## src/rtl/reservation_station_n_pkg.sv

```systemverilog
// Shared types for the reservation station.
// - Entry state enum (FREE/WAIT/READY/RUNNING).
// - Entry record: a pending operand keeps its producer tag in the low bits
//   of the operand field; once the operand is captured, the field holds its value.
// - is_mem_op(): routes an opcode to the memory unit instead of the ALU.
package reservation_station_n_pkg;
  localparam int RS_DEPTH      = 8;
  localparam int RS_TAG_W      = 3;
  localparam int RS_DATA_W     = 16;
  localparam int RS_OP_W       = 4;
  localparam int RS_REG_W      = 4;
  localparam int RS_MEM_OP_BIT = 3;

  typedef enum logic [1:0] {
    ST_FREE    = 2'd0,
    ST_WAIT    = 2'd1,
    ST_READY   = 2'd2,
    ST_RUNNING = 2'd3
  } ent_state_e;

  typedef struct packed {
    ent_state_e             state;
    logic [RS_OP_W-1:0]     op;
    logic [RS_REG_W-1:0]    dest;
    logic                   b_pend;
    logic [RS_DATA_W-1:0]   b;      // tag while b_pend, value otherwise
    logic                   c_pend;
    logic [RS_DATA_W-1:0]   c;      // tag while c_pend, value otherwise
  } rs_entry_t;

  // Mask test keeps every opcode bit referenced.
  function automatic logic is_mem_op(input logic [RS_OP_W-1:0] op);
    return |(op & (RS_OP_W'(1) << RS_MEM_OP_BIT));
  endfunction
endpackage

```

## src/rtl/reservation_station_n_if.sv

```systemverilog
// Issue / CDB / dispatch bundle of the reservation station.
// - slave  : the reservation station's view (drives issue_ready, dispatch, occupancy).
// - master : the surrounding pipeline's view (drives issue, CDB, unit readies).
interface reservation_station_n_if import reservation_station_n_pkg::*; #(
  parameter int TAG_W  = RS_TAG_W,
  parameter int DATA_W = RS_DATA_W,
  parameter int OP_W   = RS_OP_W,
  parameter int REG_W  = RS_REG_W
);
  // issue
  logic              issue_valid;
  logic              issue_ready;
  logic [TAG_W-1:0]  issue_tag;
  logic [OP_W-1:0]   issue_op;
  logic [REG_W-1:0]  issue_dest;
  logic              issue_b_pend;
  logic [TAG_W-1:0]  issue_b_tag;
  logic [DATA_W-1:0] issue_b_val;
  logic              issue_c_pend;
  logic [TAG_W-1:0]  issue_c_tag;
  logic [DATA_W-1:0] issue_c_val;
  // common data bus
  logic              cdb_valid;
  logic [TAG_W-1:0]  cdb_tag;
  logic [DATA_W-1:0] cdb_data;
  // dispatch
  logic              alu_valid;
  logic              alu_ready;
  logic              mem_valid;
  logic              mem_ready;
  logic [TAG_W-1:0]  out_tag;
  logic [OP_W-1:0]   out_op;
  logic [REG_W-1:0]  out_dest;
  logic [DATA_W-1:0] out_b;
  logic [DATA_W-1:0] out_c;
  logic [TAG_W:0]    occupancy;

  modport slave (
    input  issue_valid, issue_op, issue_dest,
           issue_b_pend, issue_b_tag, issue_b_val,
           issue_c_pend, issue_c_tag, issue_c_val,
           cdb_valid, cdb_tag, cdb_data, alu_ready, mem_ready,
    output issue_ready, issue_tag, alu_valid, mem_valid,
           out_tag, out_op, out_dest, out_b, out_c, occupancy
  );

  modport master (
    output issue_valid, issue_op, issue_dest,
           issue_b_pend, issue_b_tag, issue_b_val,
           issue_c_pend, issue_c_tag, issue_c_val,
           cdb_valid, cdb_tag, cdb_data, alu_ready, mem_ready,
    input  issue_ready, issue_tag, alu_valid, mem_valid,
           out_tag, out_op, out_dest, out_b, out_c, occupancy
  );
endinterface

```

## src/rtl/reservation_station_n_age_matrix.sv

```systemverilog
// rs_age_matrix: relative age tracker for DEPTH slots.
// - r_older[i][j] = 1 means slot i was allocated before slot j.
// Ports:
//   clock    in  clock
//   i_clr    in  synchronous clear (reset / flush)
//   i_alloc  in  one-hot slot being allocated (becomes youngest)
//   i_free   in  one-hot slot being released
//   i_req    in  request vector (READY slots)
//   o_grant  out one-hot oldest requester
module rs_age_matrix #(
  parameter int DEPTH = 8
) (
  input  logic             clock,
  input  logic             i_clr,
  input  logic [DEPTH-1:0] i_alloc,
  input  logic [DEPTH-1:0] i_free,
  input  logic [DEPTH-1:0] i_req,
  output logic [DEPTH-1:0] o_grant
);
  logic [DEPTH-1:0][DEPTH-1:0] r_older;

  always_ff @(posedge clock) begin
    if (i_clr) begin
      r_older <= '0;
    end else begin
      for (int i = 0; i < DEPTH; i++) begin
        for (int j = 0; j < DEPTH; j++) begin
          if (i == j)                      r_older[i][j] <= 1'b0;
          else if (i_alloc[j])             r_older[i][j] <= 1'b1; // everyone predates the new slot
          else if (i_alloc[i])             r_older[i][j] <= 1'b0;
          else if (i_free[i] || i_free[j]) r_older[i][j] <= 1'b0;
        end
      end
    end
  end

  // A requester wins when no other requester is older than it.
  always_comb begin
    o_grant = '0;
    for (int i = 0; i < DEPTH; i++) begin
      o_grant[i] = i_req[i];
      for (int j = 0; j < DEPTH; j++)
        if (j != i && i_req[j] && r_older[j][i]) o_grant[i] = 1'b0;
    end
  end
endmodule

```

## src/rtl/reservation_station_n.sv

```systemverilog
// reservation_station_n: Tomasulo reservation station, DEPTH entries.
// - The entry index is the op's result tag.
// - Entries wait for operands by snooping the CDB.
// - The oldest READY entry is dispatched over valid/ready to the ALU or the memory unit.
// - An entry frees when its own tag appears on the CDB while RUNNING.
// Ports:
//   clock   in  rising-edge clock
//   resetn  in  synchronous active-low reset; all outputs forced to 0 while low
//   flush   in  synchronous clear of every entry; overrides same-cycle issue/dispatch
//   bus     slave modport of reservation_station_n_if (issue, CDB, dispatch, occupancy)
module reservation_station_n import reservation_station_n_pkg::*; #(
  parameter int DEPTH  = RS_DEPTH,
  parameter int TAG_W  = RS_TAG_W,
  parameter int DATA_W = RS_DATA_W
) (
  input  logic                   clock,
  input  logic                   resetn,
  input  logic                   flush,
  reservation_station_n_if.slave bus
);
  rs_entry_t          r_ent [DEPTH];
  rs_entry_t          w_nxt [DEPTH];
  rs_entry_t          w_new;
  logic               r_hold;
  logic [TAG_W-1:0]   r_hold_idx;

  logic [DEPTH-1:0]   w_req, w_grant, w_sel, w_free, w_alloc_oh;
  logic [TAG_W-1:0]   w_alloc_idx, w_sel_idx;
  logic               w_free_any, w_any, w_sel_mem, w_issue, w_hs, w_clr;
  logic [TAG_W:0]     w_occ;

  // Slot scan on registered state only: lowest FREE slot, occupancy, READY set, CDB free.
  always_comb begin
    w_alloc_idx = '0;
    w_free_any  = 1'b0;
    w_occ       = '0;
    w_req       = '0;
    w_free      = '0;
    for (int i = DEPTH-1; i >= 0; i--) begin
      if (r_ent[i].state == ST_FREE) begin
        w_alloc_idx = TAG_W'(i);
        w_free_any  = 1'b1;
      end else begin
        w_occ = w_occ + (TAG_W+1)'(1);
      end
      w_req[i]  = (r_ent[i].state == ST_READY);
      w_free[i] = bus.cdb_valid && (r_ent[i].state == ST_RUNNING) &&
                  (bus.cdb_tag == TAG_W'(i));
    end
  end

  assign w_issue    = bus.issue_valid && bus.issue_ready;
  assign w_alloc_oh = w_issue ? (DEPTH'(1) << w_alloc_idx) : '0;
  assign w_clr      = !resetn || flush;

  rs_age_matrix #(.DEPTH(DEPTH)) u_age (
    .clock   (clock),
    .i_clr   (w_clr),
    .i_alloc (w_alloc_oh),
    .i_free  (w_free),
    .i_req   (w_req),
    .o_grant (w_grant)
  );

  // A presented entry stays selected until accepted, even if an older
  // entry becomes READY meanwhile; it cannot leave READY before handshake.
  always_comb begin
    w_sel     = r_hold ? (DEPTH'(1) << r_hold_idx) : w_grant;
    w_any     = |w_sel;
    w_sel_idx = '0;
    for (int i = 0; i < DEPTH; i++)
      if (w_sel[i]) w_sel_idx = TAG_W'(i);
    w_sel_mem = is_mem_op(r_ent[w_sel_idx].op);
  end

  assign w_hs = (bus.alu_valid && bus.alu_ready) || (bus.mem_valid && bus.mem_ready);

  // New entry, with same-cycle CDB bypass on pending operands.
  always_comb begin
    w_new        = '0;
    w_new.op     = bus.issue_op;
    w_new.dest   = bus.issue_dest;
    w_new.b_pend = bus.issue_b_pend;
    w_new.b      = bus.issue_b_pend ? DATA_W'(bus.issue_b_tag) : bus.issue_b_val;
    w_new.c_pend = bus.issue_c_pend;
    w_new.c      = bus.issue_c_pend ? DATA_W'(bus.issue_c_tag) : bus.issue_c_val;
    if (bus.issue_b_pend && bus.cdb_valid && bus.issue_b_tag == bus.cdb_tag) begin
      w_new.b_pend = 1'b0;
      w_new.b      = bus.cdb_data;
    end
    if (bus.issue_c_pend && bus.cdb_valid && bus.issue_c_tag == bus.cdb_tag) begin
      w_new.c_pend = 1'b0;
      w_new.c      = bus.cdb_data;
    end
    w_new.state = (w_new.b_pend || w_new.c_pend) ? ST_WAIT : ST_READY;
  end

  // Per-entry state transitions.
  always_comb begin
    w_nxt = r_ent;
    for (int i = 0; i < DEPTH; i++) begin
      case (r_ent[i].state)
        ST_WAIT: begin
          if (bus.cdb_valid && r_ent[i].b_pend && r_ent[i].b[TAG_W-1:0] == bus.cdb_tag) begin
            w_nxt[i].b      = bus.cdb_data;
            w_nxt[i].b_pend = 1'b0;
          end
          if (bus.cdb_valid && r_ent[i].c_pend && r_ent[i].c[TAG_W-1:0] == bus.cdb_tag) begin
            w_nxt[i].c      = bus.cdb_data;
            w_nxt[i].c_pend = 1'b0;
          end
          if (!w_nxt[i].b_pend && !w_nxt[i].c_pend) w_nxt[i].state = ST_READY;
        end
        ST_READY:   if (w_hs && w_sel[i]) w_nxt[i].state = ST_RUNNING;
        ST_RUNNING: if (w_free[i])        w_nxt[i].state = ST_FREE;
        default: ;
      endcase
    end
    // Issue only targets a FREE slot, so it never collides with the updates above.
    if (w_issue) w_nxt[w_alloc_idx] = w_new;
  end

  always_ff @(posedge clock) begin
    if (w_clr) begin
      for (int i = 0; i < DEPTH; i++) r_ent[i] <= '0;
      r_hold     <= 1'b0;
      r_hold_idx <= '0;
    end else begin
      r_ent      <= w_nxt;
      r_hold     <= w_any && !w_hs;
      r_hold_idx <= w_sel_idx;
    end
  end

  assign bus.issue_ready = resetn && w_free_any;
  assign bus.issue_tag   = resetn ? w_alloc_idx : '0;
  assign bus.occupancy   = resetn ? w_occ : '0;
  assign bus.alu_valid   = resetn && w_any && !w_sel_mem;
  assign bus.mem_valid   = resetn && w_any &&  w_sel_mem;
  assign bus.out_tag     = resetn ? w_sel_idx : '0;
  assign bus.out_op      = resetn ? r_ent[w_sel_idx].op   : '0;
  assign bus.out_dest    = resetn ? r_ent[w_sel_idx].dest : '0;
  assign bus.out_b       = resetn ? r_ent[w_sel_idx].b    : '0;
  assign bus.out_c       = resetn ? r_ent[w_sel_idx].c    : '0;
endmodule

```

## src/flat_wrapper.sv

```systemverilog
// flat-port wrapper written by rule: the top's interface ports become plain ports
module reservation_station_n_flat import reservation_station_n_pkg::*;
#(
  parameter int DEPTH  = RS_DEPTH,
  parameter int TAG_W  = RS_TAG_W,
  parameter int DATA_W = RS_DATA_W
)
  (clock, resetn, flush, bus_issue_valid, bus_issue_op, bus_issue_dest, bus_issue_b_pend, bus_issue_b_tag, bus_issue_b_val, bus_issue_c_pend, bus_issue_c_tag, bus_issue_c_val, bus_cdb_valid, bus_cdb_tag, bus_cdb_data, bus_alu_ready, bus_mem_ready, bus_issue_ready, bus_issue_tag, bus_alu_valid, bus_mem_valid, bus_out_tag, bus_out_op, bus_out_dest, bus_out_b, bus_out_c, bus_occupancy);
  reservation_station_n_if #(.TAG_W(TAG_W), .DATA_W(DATA_W), .OP_W(4), .REG_W(4)) bus_i ();
  input  logic clock;
  input  logic resetn;
  input  logic flush;
  input wire logic [$bits(bus_i.issue_valid)-1:0] bus_issue_valid;
  input wire logic [$bits(bus_i.issue_op)-1:0] bus_issue_op;
  input wire logic [$bits(bus_i.issue_dest)-1:0] bus_issue_dest;
  input wire logic [$bits(bus_i.issue_b_pend)-1:0] bus_issue_b_pend;
  input wire logic [$bits(bus_i.issue_b_tag)-1:0] bus_issue_b_tag;
  input wire logic [$bits(bus_i.issue_b_val)-1:0] bus_issue_b_val;
  input wire logic [$bits(bus_i.issue_c_pend)-1:0] bus_issue_c_pend;
  input wire logic [$bits(bus_i.issue_c_tag)-1:0] bus_issue_c_tag;
  input wire logic [$bits(bus_i.issue_c_val)-1:0] bus_issue_c_val;
  input wire logic [$bits(bus_i.cdb_valid)-1:0] bus_cdb_valid;
  input wire logic [$bits(bus_i.cdb_tag)-1:0] bus_cdb_tag;
  input wire logic [$bits(bus_i.cdb_data)-1:0] bus_cdb_data;
  input wire logic [$bits(bus_i.alu_ready)-1:0] bus_alu_ready;
  input wire logic [$bits(bus_i.mem_ready)-1:0] bus_mem_ready;
  output wire logic [$bits(bus_i.issue_ready)-1:0] bus_issue_ready;
  output wire logic [$bits(bus_i.issue_tag)-1:0] bus_issue_tag;
  output wire logic [$bits(bus_i.alu_valid)-1:0] bus_alu_valid;
  output wire logic [$bits(bus_i.mem_valid)-1:0] bus_mem_valid;
  output wire logic [$bits(bus_i.out_tag)-1:0] bus_out_tag;
  output wire logic [$bits(bus_i.out_op)-1:0] bus_out_op;
  output wire logic [$bits(bus_i.out_dest)-1:0] bus_out_dest;
  output wire logic [$bits(bus_i.out_b)-1:0] bus_out_b;
  output wire logic [$bits(bus_i.out_c)-1:0] bus_out_c;
  output wire logic [$bits(bus_i.occupancy)-1:0] bus_occupancy;
  assign bus_i.issue_valid = bus_issue_valid;
  assign bus_i.issue_op = bus_issue_op;
  assign bus_i.issue_dest = bus_issue_dest;
  assign bus_i.issue_b_pend = bus_issue_b_pend;
  assign bus_i.issue_b_tag = bus_issue_b_tag;
  assign bus_i.issue_b_val = bus_issue_b_val;
  assign bus_i.issue_c_pend = bus_issue_c_pend;
  assign bus_i.issue_c_tag = bus_issue_c_tag;
  assign bus_i.issue_c_val = bus_issue_c_val;
  assign bus_i.cdb_valid = bus_cdb_valid;
  assign bus_i.cdb_tag = bus_cdb_tag;
  assign bus_i.cdb_data = bus_cdb_data;
  assign bus_i.alu_ready = bus_alu_ready;
  assign bus_i.mem_ready = bus_mem_ready;
  assign bus_issue_ready = bus_i.issue_ready;
  assign bus_issue_tag = bus_i.issue_tag;
  assign bus_alu_valid = bus_i.alu_valid;
  assign bus_mem_valid = bus_i.mem_valid;
  assign bus_out_tag = bus_i.out_tag;
  assign bus_out_op = bus_i.out_op;
  assign bus_out_dest = bus_i.out_dest;
  assign bus_out_b = bus_i.out_b;
  assign bus_out_c = bus_i.out_c;
  assign bus_occupancy = bus_i.occupancy;
  reservation_station_n #(.DEPTH(DEPTH), .TAG_W(TAG_W), .DATA_W(DATA_W)) u_core (.clock(clock), .resetn(resetn), .flush(flush), .bus(bus_i));
endmodule
```

## config.mk

```make
export PLATFORM = sky130hd
export DESIGN_NAME = reservation_station_n_flat
export DESIGN_NICKNAME = d
export VERILOG_FILES = /design/src/rtl/reservation_station_n_pkg.sv /design/src/rtl/reservation_station_n_if.sv /design/src/rtl/reservation_station_n_age_matrix.sv /design/src/rtl/reservation_station_n.sv /design/src/flat_wrapper.sv
export SDC_FILE = /design/constraint.sdc
export NUM_CORES = 1
export LEC_CHECK = 0
export CELL_PAD_IN_SITES_DETAIL_PLACEMENT = 1
export CELL_PAD_IN_SITES_GLOBAL_PLACEMENT = 1
export CORE_MARGIN = 3
export CORE_UTILIZATION = 50
export CTS_CLUSTER_DIAMETER = 150
export DETAILED_ROUTE_END_ITERATION = 16
export DONT_BUFFER_PORTS = 1
export PLACE_DENSITY_LB_ADDON = 0.25
export SYNTH_ARGS = -nofsm -noshare
export SYNTH_HDL_FRONTEND = slang
export SYNTH_SLANG_ARGS = --single-unit
```

## constraint.sdc

```tcl
create_clock -name clock -period 4.8 [get_ports clock]
set_input_delay 0.24 -clock clock [delete_from_list [all_inputs] [get_ports clock]]
set_output_delay 0.24 -clock clock [all_outputs]
set_load 0.03 [all_outputs]
```

; ---- Yosys cells after proc, flatten, opt, wreduce, memory -nomap -nowiden
; Cells that the tools add are included.
; Widths: inputs -> output; s select.
[totals]
register_bits = 412
latchBits = 0
ram_bits = 0
romBits = 0
input_bits = 74
mem_count = 0
[op_classes]
n_addsub = 7
mul = 0
div = 0
n_lt_le_gt_ge = 3
eq_ne = 49
n_shift = 2
mux = 320
bitwise = 2
n_reduce_logical = 221
[op_table]
columns = operator, count
row1 = $mux 17, 34
row2 = $bwmux 352, 1
row3 = $mux 352, 1
row4 = $mux 34, 8
row5 = $mux 1, 206
row6 = $logic_and 1x1->1, 133
row7 = $bmux 44 s3, 1
row8 = $demux 44 s3, 1
row9 = $mux 42, 2
row10 = $reduce_bool 3->1, 28
row11 = $mux 16, 4
row12 = $eq 3x3->1, 18
row13 = $mux 2, 27
row14 = $pmux 2 s3, 8
row15 = $mux 44, 1
row16 = $mux 3, 14
row17 = $mux 4, 10
row18 = $eq 2x2->1 const B, 16
row19 = $logic_or 1x1->1, 31
row20 = $add 4x1->4 const B, 6
row21 = $logic_not 1->1, 19
row22 = $eq 2x1->1 const B, 8
row23 = $logic_not 2->1, 8
row24 = $mux 8, 2
row25 = other kinds (10), 17

; ---- Depth between registers and ports, before layout
[depth]
depth_word = 30
depth_mapped = 24
depth_no_buf = 23

; ---- By module
; Synthesis repeated with hierarchy kept, for this count alone.
[unflattened]
hier_cells = 2405
area_unflattened_um2 = 21998.6
[modules_own_cells]
columns = module, instances, cells_per_inst, area_per_inst_um2, seq_area_each_um2
row1 = reservation_station_n, 1, 2159, 19769.0, 7126.8
row2 = rs_age_matrix, 1, 246, 2229.6, 1121.1

; ---- Least setup slack after synthesis
; Ideal clock, no wire load.
[synth_path]
path_kind = reg2out
startpoint = reg u_core.r_ent[87] in the netlist's numbering
endpoint = out bus_occupancy[1]
arrival_time_ns = 4.474
setup_slack_ns = 0.086
path_stages_with_launch = 23
path_cell_list = dfxtp_1 clkbuf_1 or2_2 ha_1 nor3_1 nor2_1 ha_1 o21ai_0 a21boi_0 inv_1 ha_1 nand2b_1 and2_1 ha_1 and2_1 a31oi_1 inv_1 ha_1 nor2_1 a21oi_1 ha_1 nand2_1 a21oi_1
[synth_via]
elab_chain_len = 15
[synth_lines]
columns = item, line
row1 = from (decl), reservation_station_n.sv:21  ; rs_entry_t r_ent [DEPTH];
row2 = from (signal assigned), reservation_station_n.sv:129  ; r_ent <= w_nxt;
row3 = $logic_not 2->1 *, reservation_station_n.sv:40  ; if (r_ent[i].state == ST_FREE) begin
row4 = $mux 4 *, reservation_station_n.sv:40
row5 = $add 4x1->4, reservation_station_n.sv:44  ; w_occ = w_occ + (TAG_W+1)'(1);
row6 = $mux 4 *, reservation_station_n.sv:40
row7 = $add 4x1->4, reservation_station_n.sv:44
row8 = $mux 4 *, reservation_station_n.sv:40
row9 = $add 4x1->4, reservation_station_n.sv:44
row10 = $mux 4 *, reservation_station_n.sv:40
row11 = $add 4x1->4, reservation_station_n.sv:44
row12 = $mux 4 *, reservation_station_n.sv:40
row13 = $add 4x1->4, reservation_station_n.sv:44
row14 = $mux 4 *, reservation_station_n.sv:40
row15 = $add 4x1->4, reservation_station_n.sv:44
row16 = $mux 4 *, reservation_station_n.sv:40
row17 = $mux 4 *, reservation_station_n.sv:137  ; assign bus.occupancy = resetn ? w_occ : '0;
row18 = to (decl), flat_wrapper.sv:36  ; output wire logic [$bits(bus_i.occupancy)-1:0] bus_occupancy;
; Mark *: on every way between the ends. The rest lies on a longest branch, timed or not.

; ---- Worst setup path after layout
[layout_path]
startpoint = reg u_core.r_ent[42] in the netlist's numbering
endpoint = out bus_occupancy[3]
[layout_via]
elab_chain_len = 17
[layout_lines]
columns = item, line
row1 = $logic_not 2->1 *, reservation_station_n.sv:40
row2 = $mux 1 *, reservation_station_n.sv:40
row3 = $add 1x1->2, reservation_station_n.sv:44
row4 = $mux 4 *, reservation_station_n.sv:40
row5 = $add 4x1->4, reservation_station_n.sv:44
row6 = $mux 4 *, reservation_station_n.sv:40
row7 = $add 4x1->4, reservation_station_n.sv:44
row8 = $mux 4 *, reservation_station_n.sv:40
row9 = $add 4x1->4, reservation_station_n.sv:44
row10 = $mux 4 *, reservation_station_n.sv:40
row11 = $add 4x1->4, reservation_station_n.sv:44
row12 = $mux 4 *, reservation_station_n.sv:40
row13 = $add 4x1->4, reservation_station_n.sv:44
row14 = $mux 4 *, reservation_station_n.sv:40
row15 = $add 4x1->4, reservation_station_n.sv:44
row16 = $mux 4 *, reservation_station_n.sv:40
row17 = $mux 4 *, reservation_station_n.sv:137
; Marked as above.

==> results by group <==
Clock network
  – H-Tree Depth: 2
  – Worst skew pair latency: slightly below 0.6 ns
  – TritonCTS buffer count: 48
  – Longest Clk Path Bufs: 3
  – CTS tree: done
  – Num Clock Sinks: 412
  – Clk pin slew, worst setup/hold paths: 0.06 ns
  – CTS root buf: clkbuf_16

Place
  – GP Congestion: 0.868
  – PortBufs: 0
  – Placed cells: about 2,800
  – Hpwl dp: 47,600 microns

Logic synthesis
  – Area contributors post-synth: dfxtp_1, mux2i_1, a211oi_1, mux4_2, nor2_1
  – Synth Warn #: 0
  – Syn_nets: around 2,500
  – Area leader, netlist: dfxtp_1
  – Cells after synthesis: about 2,500
  – Avg Cell Area, Syn: 8.86 sq um
  – Post-Syn Area: 21,900 sq um
  – FFs w/ async S/R, synth: 0%
  – Synth Flop Type: dfxtp_1
  – EDFF count, synth: 0
  – Yosys reg bits: 412
  – Post-synth top area share: between 30% and 40%
  – Synth unique cells: 66
  – Register area share after synthesis: 37.7%

GRT
  – GRT Total Usage: 35.0%
  – Number of global-route vias before repair: roughly 21,000
  – Grt ovf: 0
  – First-pass GRT wire length: 127,000 microns
  – Initial antenna violation count: 4
  – Largest net degree at the start of global routing: 189

Timing
  – Worst Setup Slack, final: -0.100 ns
  – Final number of setup-violating endpoints: 2
  – RSZ-0062 raised after global routing: yes
  – Max Slew Vio Count: 0
  – Tcrit/Tclk final: 102%
  – Rel. slew slack: 15.0%
  – Hold Fails Final Rpt: 0
  – Peak Freq: slightly above 200 MHz
  – Worst-Margin Slew: 1.28 ns
  – Final worst path period need: around 5 ns
  – Final Skew: 0.0133 ns

Final layout
  – Final core occ: between 50% and 60%
  – Layout cells sized above 1: 12.4%
  – ANT cells: 0
  – Nets: roughly 2,400
  – Layout overhead on the synthesized area: 11.2%
  – Non-Filler Instances: a little under 3,000

Critical path
  – Worst-path fanout max: 3
  – CP cell instances: or2_4 > inv_4 > ha_4 > o21a_1 > nor2_2 > ha_1 > o21ai_2 > a21boi_2 > inv_1 > ha_1 > nand2b_4 > and2_4 > ha_4 > and2_4 > a31oi_4 > or3_4 > nor3_1 > a21oi_1 > o21ai_1 > xor2_1 > nor2_1 > buf_4
  – Crit path largest cell delay: ~0.41 ns
  – CP Class: reg -> out
  – Critical Path RT: 4.56 ns
  – Crit path launch type: flop
  – Crit path DAT: 4.66 ns
  – CP max stage cell: or3_4
  – Top cell family by delay on the critical path: simple AND/OR/NAND/NOR gates
  – Sum of buffers and inverters on the critical path: 3
  – Worst setup EP type: output port

Die
  – Num rows: 75
  – Starting Density: 51.3%
  – Die Y: 215 microns
  – Die width: 215 microns
  – Full die area: 46,300 sq um
  – I/O pins: 127
  – Core Region: 42,600 sq um

Route
  – DRT iter0 DRCs: ~1,800
  – Vias after detailed routing: between 20,000 and 25,000
  – Vias per cell: 6.76
  – Post-route ant nets: 0
  – WL/cell: 28.4 microns
  – Total routed wirelength: 84,000 microns
  – DR pass1 iterations: 6
  – DRC errors left: 0

Job
  – Max cap viols: 0

Worst hold path
  – Worst min-delay path category: in -> reg

Pwr
  – LEAKAGE: 10.0 nW
  – VDD IR max: 0.000275 V
  – Pwr/cell area: 312 nW/um^2

Status
  – Failing checks: negative setup slack
  – Status: finished, violations left
## cell usage after synthesis (34+ instances only)
cell and instances:
dfxtp_1 412, nor2_1 344, mux2i_1 263, a211oi_1 259, clkbuf_1 220, nand2_1 194
a21oi_1 134, mux4_2 78, nand3_1 75, a22o_1 45, inv_1 42, xor2_1 40
o21ai_1 34
## area by class of cell
cell class,count,area (sq um)
well taps,577,722
inverters,42,163
fillers,4834,18300
clock inverters,14,153
repair buffers,95,855
multi-input cells,1747,12700
flip-flops and latches,412,8250
clock buffers,72,1430
## metrics by stage
stage	cell area (sq um)	total power, mW	setup TNS, ns	hold slack (ns)	setup slack (ns)
2_1_floorplan	21900	3.80	0	0.312	0.0856
3_3_place_gp	22100	3.83	0	0.313	0.207
3_5_place_dp	22100	3.84	-0.204	0.321	-0.0822
4_1_cts	24200	7.59	0	0.00499	0.00467
5_1_grt	24300	7.78	-0.619	0.0484	-0.255
6_report	24300	7.57	-0.156	0.0427	-0.100
## worst paths after layout
check                                        from                end  slack (ns)  depth (start not counted)
worst max-delay path             u_core.r_ent[42]   bus_occupancy[3]       -0.10                         22
worst max register to register  u_core.r_ent[131]   u_core.r_ent[86]        0.71                         10
worst min-delay path                bus_alu_ready  u_core.r_ent[262]        0.04                          2
worst min register to register               flop               flop        0.46                          2
## power by group
| part | internal, mW | total (mW) | switching, mW |
|---|---|---|---|
| Sequential | 3.44 | 3.45 | 0.0126 |
| Clock | 2.21 | 3.73 | 1.52 |
| Combinational | 0.101 | 0.392 | 0.291 |
| Total | 5.75 | 7.57 | 1.82 |
## placed cells by master (no fill, tap or decap), drive strengths merged, types with 5 or more instances in the layout
cell	n
dfxtp	412
nor2	344
mux2i	264
a211oi	260
nand2	194
a21oi	134
mux4	78
nand3	75
clkbuf	72
buf	65
o21ai	51
a22o	45
inv	44
xor2	40
dlygate4sd3	30
xnor2	25
a31oi	25
nand3b	22
nand4	21
a22oi	21
nor2b	14
or3b	11
nor3	11
nand2b	10
clkinv	9
and2	9
or2	9
ha	8
o22ai	7
a21o	7
nor3b	6
and3	6
or3	5
## cell families (layout without fill, tap and decap cells)
family	after synthesis	in the layout	synth area share (%)
buf+inv	309	223	5.54
fa+ha+maj	8	8	0.458
mux	342	342	20.1
flops	412	412	37.7
xor+xnor	66	66	2.71
simple gates	747	747	15.1
compound gates	583	584	18.4
## routing by layer
layer | vias to the layer above | part of all wire [%] | wire length [microns] | global-route usage (%)
met5 | - | 0.0083 | 7 | 0
met4 | 2 | 5.5 | 4640 | 18.7
met3 | 265 | 7.7 | 6490 | 6.16
met2 | 965 | 48 | 40300 | 59.5
met1 | 10102 | 39 | 32500 | 42.4
li1 | 8676 | - | - | -
## repair_timing
| action | in CTS | in global routing |
|---|---|---|
| setup endpoints to repair | 3 | 13 |
| resized for setup | 27 | 17 |
| endpoints found under the hold margin | 328 | 0 |
| cloned | 0 | 1 |
| pin swaps | 11 | 16 |
| hold buffers | 30 | 0 |
| setup buffers | 6 | 7 |
(Power assumes the default switching activity.)
